### src/rtl/calc_pkg.sv
// Shared types and constants for the calculator entry sequencer.
//   calc_state_t : entry FSM states (encoding is visible on the state LEDs)
//   calc_op_t    : ALU opcodes taken from the low switch bits
//   FLAG_*       : bit positions inside the 4-bit {N,Z,C,V} flag word
package calc_pkg;

  localparam int unsigned FLAG_W = 4;
  localparam int unsigned FLAG_N = 3;
  localparam int unsigned FLAG_Z = 2;
  localparam int unsigned FLAG_C = 1;
  localparam int unsigned FLAG_V = 0;

  typedef enum logic [1:0] {
    WAIT_A  = 2'd0,
    WAIT_B  = 2'd1,
    WAIT_OP = 2'd2,
    SHOW    = 2'd3
  } calc_state_t;

  typedef enum logic [1:0] {
    OP_ADD = 2'd0,
    OP_SUB = 2'd1,
    OP_OR  = 2'd2,
    OP_AND = 2'd3
  } calc_op_t;

endpackage

### src/rtl/calc_alu.sv
// Combinational ALU for the calculator: ADD, SUB, OR, AND with {N,Z,C,V} flags.
//   a, b   : operands (WIDTH bits)
//   op     : calc_op_t opcode
//   result : truncated WIDTH-bit result
//   flags  : {N,Z,C,V}; C/V meaningful only for ADD/SUB, zero for logic ops
module calc_alu
  import calc_pkg::*;
#(
  parameter int unsigned WIDTH = 16
) (
  input  logic [WIDTH-1:0]  a,
  input  logic [WIDTH-1:0]  b,
  input  calc_op_t          op,
  output logic [WIDTH-1:0]  result,
  output logic [FLAG_W-1:0] flags
);

  localparam int unsigned MSB = WIDTH - 1;

  logic [WIDTH:0] add_sum;
  logic [WIDTH:0] sub_sum;
  logic           carry;
  logic           ovf;

  // Subtraction as A + ~B + 1 so the carry out reads as "no borrow".
  assign add_sum = {1'b0, a} + {1'b0, b};
  assign sub_sum = {1'b0, a} + {1'b0, ~b} + (WIDTH+1)'(1);

  always_comb begin
    result = '0;
    carry  = 1'b0;
    ovf    = 1'b0;
    unique case (op)
      OP_ADD: begin
        result = add_sum[WIDTH-1:0];
        carry  = add_sum[WIDTH];
        ovf    = (a[MSB] == b[MSB]) && (add_sum[MSB] != a[MSB]);
      end
      OP_SUB: begin
        result = sub_sum[WIDTH-1:0];
        carry  = sub_sum[WIDTH];
        ovf    = (a[MSB] != b[MSB]) && (sub_sum[MSB] != a[MSB]);
      end
      OP_OR:   result = a | b;
      OP_AND:  result = a & b;
      default: result = '0;
    endcase
  end

  always_comb begin
    flags         = '0;
    flags[FLAG_N] = result[MSB];
    flags[FLAG_Z] = (result == '0);
    flags[FLAG_C] = carry;
    flags[FLAG_V] = ovf;
  end

endmodule

### src/rtl/calc_entry_fsm.sv
// Calculator entry sequencer: captures operand A, operand B, then the opcode
// from the switch word on successive enter strobes, and holds the registered
// ALU result and flags for display.
//   clk, rst     : clock, asynchronous active-low reset
//   sw_data      : switch word (synchronous to clk)
//   enter_pulse  : one-cycle enter strobe
//   undo_pulse   : one-cycle undo strobe (only used with CALC_UNDO_EN)
//   state_o      : current state encoding for LEDs
//   op_a, op_b   : captured operands
//   opcode       : captured opcode
//   result/flags : registered ALU result and {N,Z,C,V}
//   result_valid : high only in SHOW
//   disp_value   : result in SHOW, otherwise live sw_data
// Build option: define CALC_UNDO_EN to let undo_pulse step back one state
// (undo wins over a simultaneous enter).
module calc_entry_fsm
  import calc_pkg::*;
#(
  parameter int unsigned WIDTH = 16,
  parameter int unsigned OPW   = 2
) (
  input  logic              clk,
  input  logic              rst,
  input  logic [WIDTH-1:0]  sw_data,
  input  logic              enter_pulse,
  input  logic              undo_pulse,
  output logic [1:0]        state_o,
  output logic [WIDTH-1:0]  op_a,
  output logic [WIDTH-1:0]  op_b,
  output logic [OPW-1:0]    opcode,
  output logic [WIDTH-1:0]  result,
  output logic [FLAG_W-1:0] flags,
  output logic              result_valid,
  output logic [WIDTH-1:0]  disp_value
);

  calc_state_t       state_q;
  calc_state_t       state_d;
  logic              undo_ev;
  logic              enter_ev;
  logic              load_a;
  logic              load_b;
  logic              load_op;
  logic [WIDTH-1:0]  alu_result;
  logic [FLAG_W-1:0] alu_flags;

`ifdef CALC_UNDO_EN
  assign undo_ev = undo_pulse;
`else
  logic unused_undo;
  assign unused_undo = undo_pulse;
  assign undo_ev     = 1'b0;
`endif

  // Undo has priority; a coincident enter is dropped.
  assign enter_ev = enter_pulse & ~undo_ev;

  calc_alu #(.WIDTH(WIDTH)) u_alu (
    .a      (op_a),
    .b      (op_b),
    .op     (calc_op_t'(sw_data[1:0])),
    .result (alu_result),
    .flags  (alu_flags)
  );

  // State register
  always_ff @(posedge clk or negedge rst) begin
    if (!rst) state_q <= WAIT_A;
    else      state_q <= state_d;
  end

  // Next-state logic
  always_comb begin
    state_d = state_q;
    if (undo_ev) begin
      unique case (state_q)
        WAIT_B:  state_d = WAIT_A;
        WAIT_OP: state_d = WAIT_B;
        SHOW:    state_d = WAIT_OP;
        default: state_d = state_q;
      endcase
    end else if (enter_ev) begin
      unique case (state_q)
        WAIT_A:  state_d = WAIT_B;
        WAIT_B:  state_d = WAIT_OP;
        WAIT_OP: state_d = SHOW;
        SHOW:    state_d = WAIT_A;
        default: state_d = WAIT_A;
      endcase
    end
  end

  // Output / load-enable decode
  always_comb begin
    load_a     = 1'b0;
    load_b     = 1'b0;
    load_op    = 1'b0;
    disp_value = sw_data;
    if (enter_ev) begin
      load_a  = (state_q == WAIT_A);
      load_b  = (state_q == WAIT_B);
      load_op = (state_q == WAIT_OP);
    end
    if (result_valid) disp_value = result;
  end

  // Datapath registers; result/flags load on the same edge as the opcode.
  always_ff @(posedge clk or negedge rst) begin
    if (!rst) begin
      op_a         <= '0;
      op_b         <= '0;
      opcode       <= '0;
      result       <= '0;
      flags        <= '0;
      result_valid <= 1'b0;
    end else begin
      if (load_a) op_a <= sw_data;
      if (load_b) op_b <= sw_data;
      if (load_op) begin
        opcode <= sw_data[OPW-1:0];
        result <= alu_result;
        flags  <= alu_flags;
      end
      result_valid <= (state_d == SHOW);
    end
  end

  assign state_o = state_q;

endmodule
### config.mk
export PLATFORM = sky130hd
export DESIGN_NAME = calc_entry_fsm
export DESIGN_NICKNAME = d
export VERILOG_FILES = /design/src/rtl/calc_pkg.sv /design/src/rtl/calc_alu.sv /design/src/rtl/calc_entry_fsm.sv
export SDC_FILE = /design/constraint.sdc
export NUM_CORES = 1
export LEC_CHECK = 0
export BUFFER_PORTS_ARGS = -buffer_cell sky130_fd_sc_hd__buf_2
export CAP_MARGIN = 15
export CORE_MARGIN = 2
export CORE_UTILIZATION = 56
export DETAILED_ROUTE_END_ITERATION = 6
export GPL_ROUTABILITY_DRIVEN = 0
export PLACE_DENSITY = 0.81
export REMOVE_ABC_BUFFERS = 1
export SYNTH_ARGS = -nofsm -noshare
export SYNTH_HDL_FRONTEND = slang
export SYNTH_SLANG_ARGS = --single-unit
### constraint.sdc
create_clock -name clk -period 4.4 [get_ports clk]
set_clock_uncertainty 0.15 [all_clocks]
set_input_delay 0.44 -clock clk [delete_from_list [all_inputs] [get_ports clk]]
set_output_delay 0.44 -clock clk [all_outputs]
set_load 0.005 [all_outputs]
# [Word-level counts from Yosys, hierarchy flattened]
# Cells that the tools add are included.
[classes] addsub=3 eq_ne=11 n_mux=9 n_bitwise=3 reduce_logical=5
[ops] op="case mux 16 bit (4 select lines)" count=1
[ops] op="adder 16 x 16 -> 17 bit" count=2
[ops] op="adder 17 x 1 -> 17 bit, second input constant" count=1
[ops] op="AND 16 bit" count=1
[ops] op="zero test 16 bit" count=1
[ops] op="2-to-1 mux 16 bit" count=1
[ops] op="inverter 16 bit" count=1
[ops] op="OR 16 bit" count=1
[ops] op="== test 2 bit, second input constant" count=5
[ops] op="case mux 2 bit (4 select lines)" count=1
[ops] op="== test 2 x 1 -> 1 bit, second input constant" count=2
[ops] op="zero test 2 bit" count=2
[ops] op="case mux 1 bit (2 select lines)" count=2
[ops] op="2-to-1 mux 1 bit" count=3
[ops] op="!= test 1 bit" count=3
[ops] op="logical AND 1 bit" count=2
[ops] op="2-to-1 mux 2 bit" count=1
[ops] op="== test 1 bit" count=1
[totals] ff_bits=57 inputBits=20

# [Longest topological paths before layout]
[depth] depth_word=6 mapped_depth=14 mapped_depth_nobuf=14

# [Modules after synthesis]
# Synthesis repeated with hierarchy kept, for this count alone.
[unflattened] cells_unflattened=514 area_unflattened_um2=5077.4
[modules_own_cells] module="calc_alu" instances=1 cells_each=366 area_per_inst_um2=2539.9
[modules_own_cells] module="calc_entry_fsm" instances=1 cells_each=148 area_per_inst_um2=2537.4

# [Worst setup path after synthesis]
# No wires, ideal clock.
[synth_timing] path_kind="register -> register" startpoint="reg op_a[1]" endpoint="reg result[15]" setup_ps=125 arrival_ps=2877 required_time_ps=4125 slack_ps=1248 stages_incl_launch_ff=12 path_buffers=0 synth_period_minus_slack_ps=3152 cell_sequence="dfrtp_1 > inv_1 > ha_1 > o21ba_2 > or4_4 > a211oi_2 > o41ai_2 > o41ai_2 > o31a_2 > o2bb2a_4 > o211a_1 > mux2_2"
[synth_via] elab_chain_cells=3 elab_cells_between_ends=4
[synth_lines] element="start, declared" line="calc_entry_fsm.sv:28" source="output logic [WIDTH-1:0] op_a,"
[synth_lines] element="start signal, assigned" line="calc_entry_fsm.sv:117" source="if (load_a) op_a <= sw_data;"
[synth_lines] element="adder 16 x 16 -> 17 bit" line="calc_alu.sv:27" source="assign sub_sum = {1'b0, a} + {1'b0, ~b} + (WIDTH+1)'(1);"
[synth_lines] element="adder 17 x 1 -> 17 bit" line="calc_alu.sv:27"
[synth_lines] element="case mux 16 bit (4 select lines) *" line="calc_alu.sv:33" source="unique case (op)"
[synth_lines] element="end signal, assigned" line="calc_entry_fsm.sv:121" source="result <= alu_result;"
[synth_lines] element="end, declared" line="calc_entry_fsm.sv:31" source="output logic [WIDTH-1:0] result,"
# Every way passes the cells marked *; elsewhere a longest branch is shown, timed or not.
# A chain may end at the register's enable or synchronous reset.

# [Worst setup path in the final report]
# Ends and elaborated chain as after synthesis.

==> reports/qor.yml <==
grt:
  grt_pass1_wl_um: 17900
  grt_use_total: 0.251
  overflow: 0
  first_global_vias: 3852
  grt_max_degree: 57
  antenna_found_initial: 0
setup_path:
  worstPathCellList: "inv_1 -> ha_1 -> o21ba_2 -> or4_4 -> a211oi_2 -> o41ai_2 -> o41ai_2 -> o31a_2 -> o2bb2a_4 -> o211a_1 -> mux2_2"
  end_kind: "register"
  crit_top_cell: "o41ai_2"
  cp.required_ps: 4460
  arrival_ps: 3510
  critPathMaxStageDelay_ps: 530
  crit_type: "register to register"
  critPathMaxFanout: 7
  slowest_stage: "dfrtp_1"
  start_kind: "register"
cts:
  clk_latency_ps: 320
  cts-resized-gates: 0
  numCtsBuffers: 5
  post_cts_buffers: 0
  clock-sinks: 56
  htree_levels: 2
  cts-hold-fix-buffers: 0
  path_clk_slew_ps: 110
  cts_buffer_depth: 2
  cts_tree: "yes"
  cts_root_buffer: "clkbuf_8"
sta:
  fmax_mhz: 291
  setup_viol: 0
  slew_headroom: 0.398
  rsz0062_at_grt: "false"
  setup_slack_ps: 958
  min_period_over_period: 0.782
  slew_violations: 0
  tightest_slew_ps: 902
  finalHoldViolCount: 0
  setup_tns_ps: 0
  post-route-min-period_ps: 3440
finish:
  diodes: 0
  postLayoutCellArea_um2: 5130
  regArea_um2: 1400
  fin_nets: 655
  drive_gt1_frac: 0.268
  area_growth_pct: 13.0
  fillers: 635
  multiInputGateArea_um2: 2820
pwr:
  p_per_area_nw_per_um2: 867
  power.static_leakage_nw: 2.54
  peakVddDrop_uv: 387
  power_mw: 4.45
drt:
  antenna_left: 0
  vias: 3944
  drt-pass1-iter-count: 5
  routed_wl_um: 10700
  dr.first_iter.drc_count: 264
  routed_via_density: 5.77
  wl_per_cell_um: 15.7
  remaining_drc_errors: 0
placement:
  port_buffers: 91
  hpwl_um: 7800
  dp_slack_ps: 1020
  placed_area_um2: 5020
synth:
  ys_types: 55
  ys_ff_latch: 56
  synthCells: 508
  ys.flop_type: "dfrtp_1"
  syn-cell-area_um2: 4540
  syn_area_per_cell_um2: 8.94
  yosys_warnings: 0
  ys_seq_area_frac: 0.309
  synthArstFlopShare: 1.00
  synth_enable_flop_cells: 0
floorplanning:
  rows: 32
  die_w_um: 94.0
  initial_utilization: 0.582
  die_area_um2: 8840
  io_pins: 93
  die_h_um: 94.0
  core_um2: 7810
worst_hold_path:
  hp-class: "input pin to asynchronous set/reset pin"
flow_run:
  cap_violations: 0
run_status:
  status: "completed"
stage by stage:
step	utilization	instances	hold slack (ps)
5_1_grt	0.657	684	171
3_5_place_dp	0.644	676	317
4_1_cts	0.657	684	134
2_1_floorplan	-	480	-5.59
6_report	0.657	684	102
3_3_place_gp	0.644	676	308
layer usage:
metal | track usage | vias up | part of all wire
met3 | 0.0281 | 11 | 0.045
met4 | 0.0652 | 0 | 0.013
met1 | 0.326 | 1875 | 0.45
met5 | 0 | - | 0
li1 | - | 1923 | -
met2 | 0.443 | 135 | 0.49
state kept, by name, indices dropped and copies added (netlist names):
signal        cells
flags             3
op_a             16
op_b             16
opcode            2
result           16
result_valid      1
state_o           2
power breakdown:
group / internal (mW) / leakage (nW) / switching, mW
Clock: 0.169 / 0.0552 / 0.174
Combinational: 1.37 / 1.80 / 1.68
Sequential: 0.761 / 0.683 / 0.288
layout make-up:
| type | instances | share of cell area |
|---|---|---|
| multi-input combinational | 372 | 0.550 |
| sequential | 56 | 0.273 |
| timing repair buffer | 94 | 0.0931 |
| inverter | 52 | 0.0380 |
| tap | 102 | 0.0249 |
| clock buffer | 6 | 0.0141 |
| clock inverter | 2 | 0.00683 |
synth_stat cells (4+ instances only):
master,n,area (um^2)
nand3_1,9,45.0
dfrtp_1,56,1400
buf_1,4,15.0
nand2_1,56,210
mux2_2,46,518
xnor2_1,11,96.3
o21ai_0,49,245
a211oi_1,4,30.0
mux2i_1,7,70.1
a31oi_1,6,37.5
clkbuf_1,18,67.6
a22o_1,4,35.0
o31ai_1,6,45.0
inv_1,52,195
nor2_1,18,67.6
o21bai_1,6,45.0
nand2b_1,4,25.0
o211ai_1,7,52.6
a21oi_1,27,135
nor3_1,11,55.1
ha_1,52,651
critical path: cells and delay by family (launching register included):
family	cells	cell delay (ps)
adders and majority gates	1	330
and+or+nand+nor	1	430
muxes	1	260
AOI/OAI and AO/OA	7	1550
DFF	1	530
buffers and inverters	1	80
placed cells by master, fill, tap and decap left out, drive strengths merged, types with 9 or more instances in the layout:
master  instances
mux2           46
o21ai          49
nand3           9
nand2          56
nor3           11
xnor2          11
buf            94
a21oi          27
ha             52
inv            52
dfrtp          56
nor2           18
final timing paths:
kind	slack [ps]	from	cells past startpoint	end
worst max register to register	960	op_a[1]	11	result[15]
min in group clk	230	sw_data[4]	2	op_a[4]
worst min-delay path	100	rst	2	op_a[5]
worst max-delay path	960	op_a[1]	11	result[15]
worst min register to register	340	flags[2]	2	flags[2]
max in group asynchronous	3540	rst	2	op_b[13]
kinds of logic (layout without fill, tap and decap cells):
family / Yosys count / after routing / share of synthesized area
AOI/OAI and AO/OA: 134 / 134 / 0.193
xor gates and xnor gates: 12 / 12 / 0.0231
adders and majority gates: 54 / 54 / 0.152
buffers and inverters: 80 / 154 / 0.0697
DFF: 56 / 56 / 0.309
muxes: 54 / 54 / 0.134
and+or+nand+nor: 118 / 118 / 0.119
No activity file was read; power rests on OpenSTA's default activity.
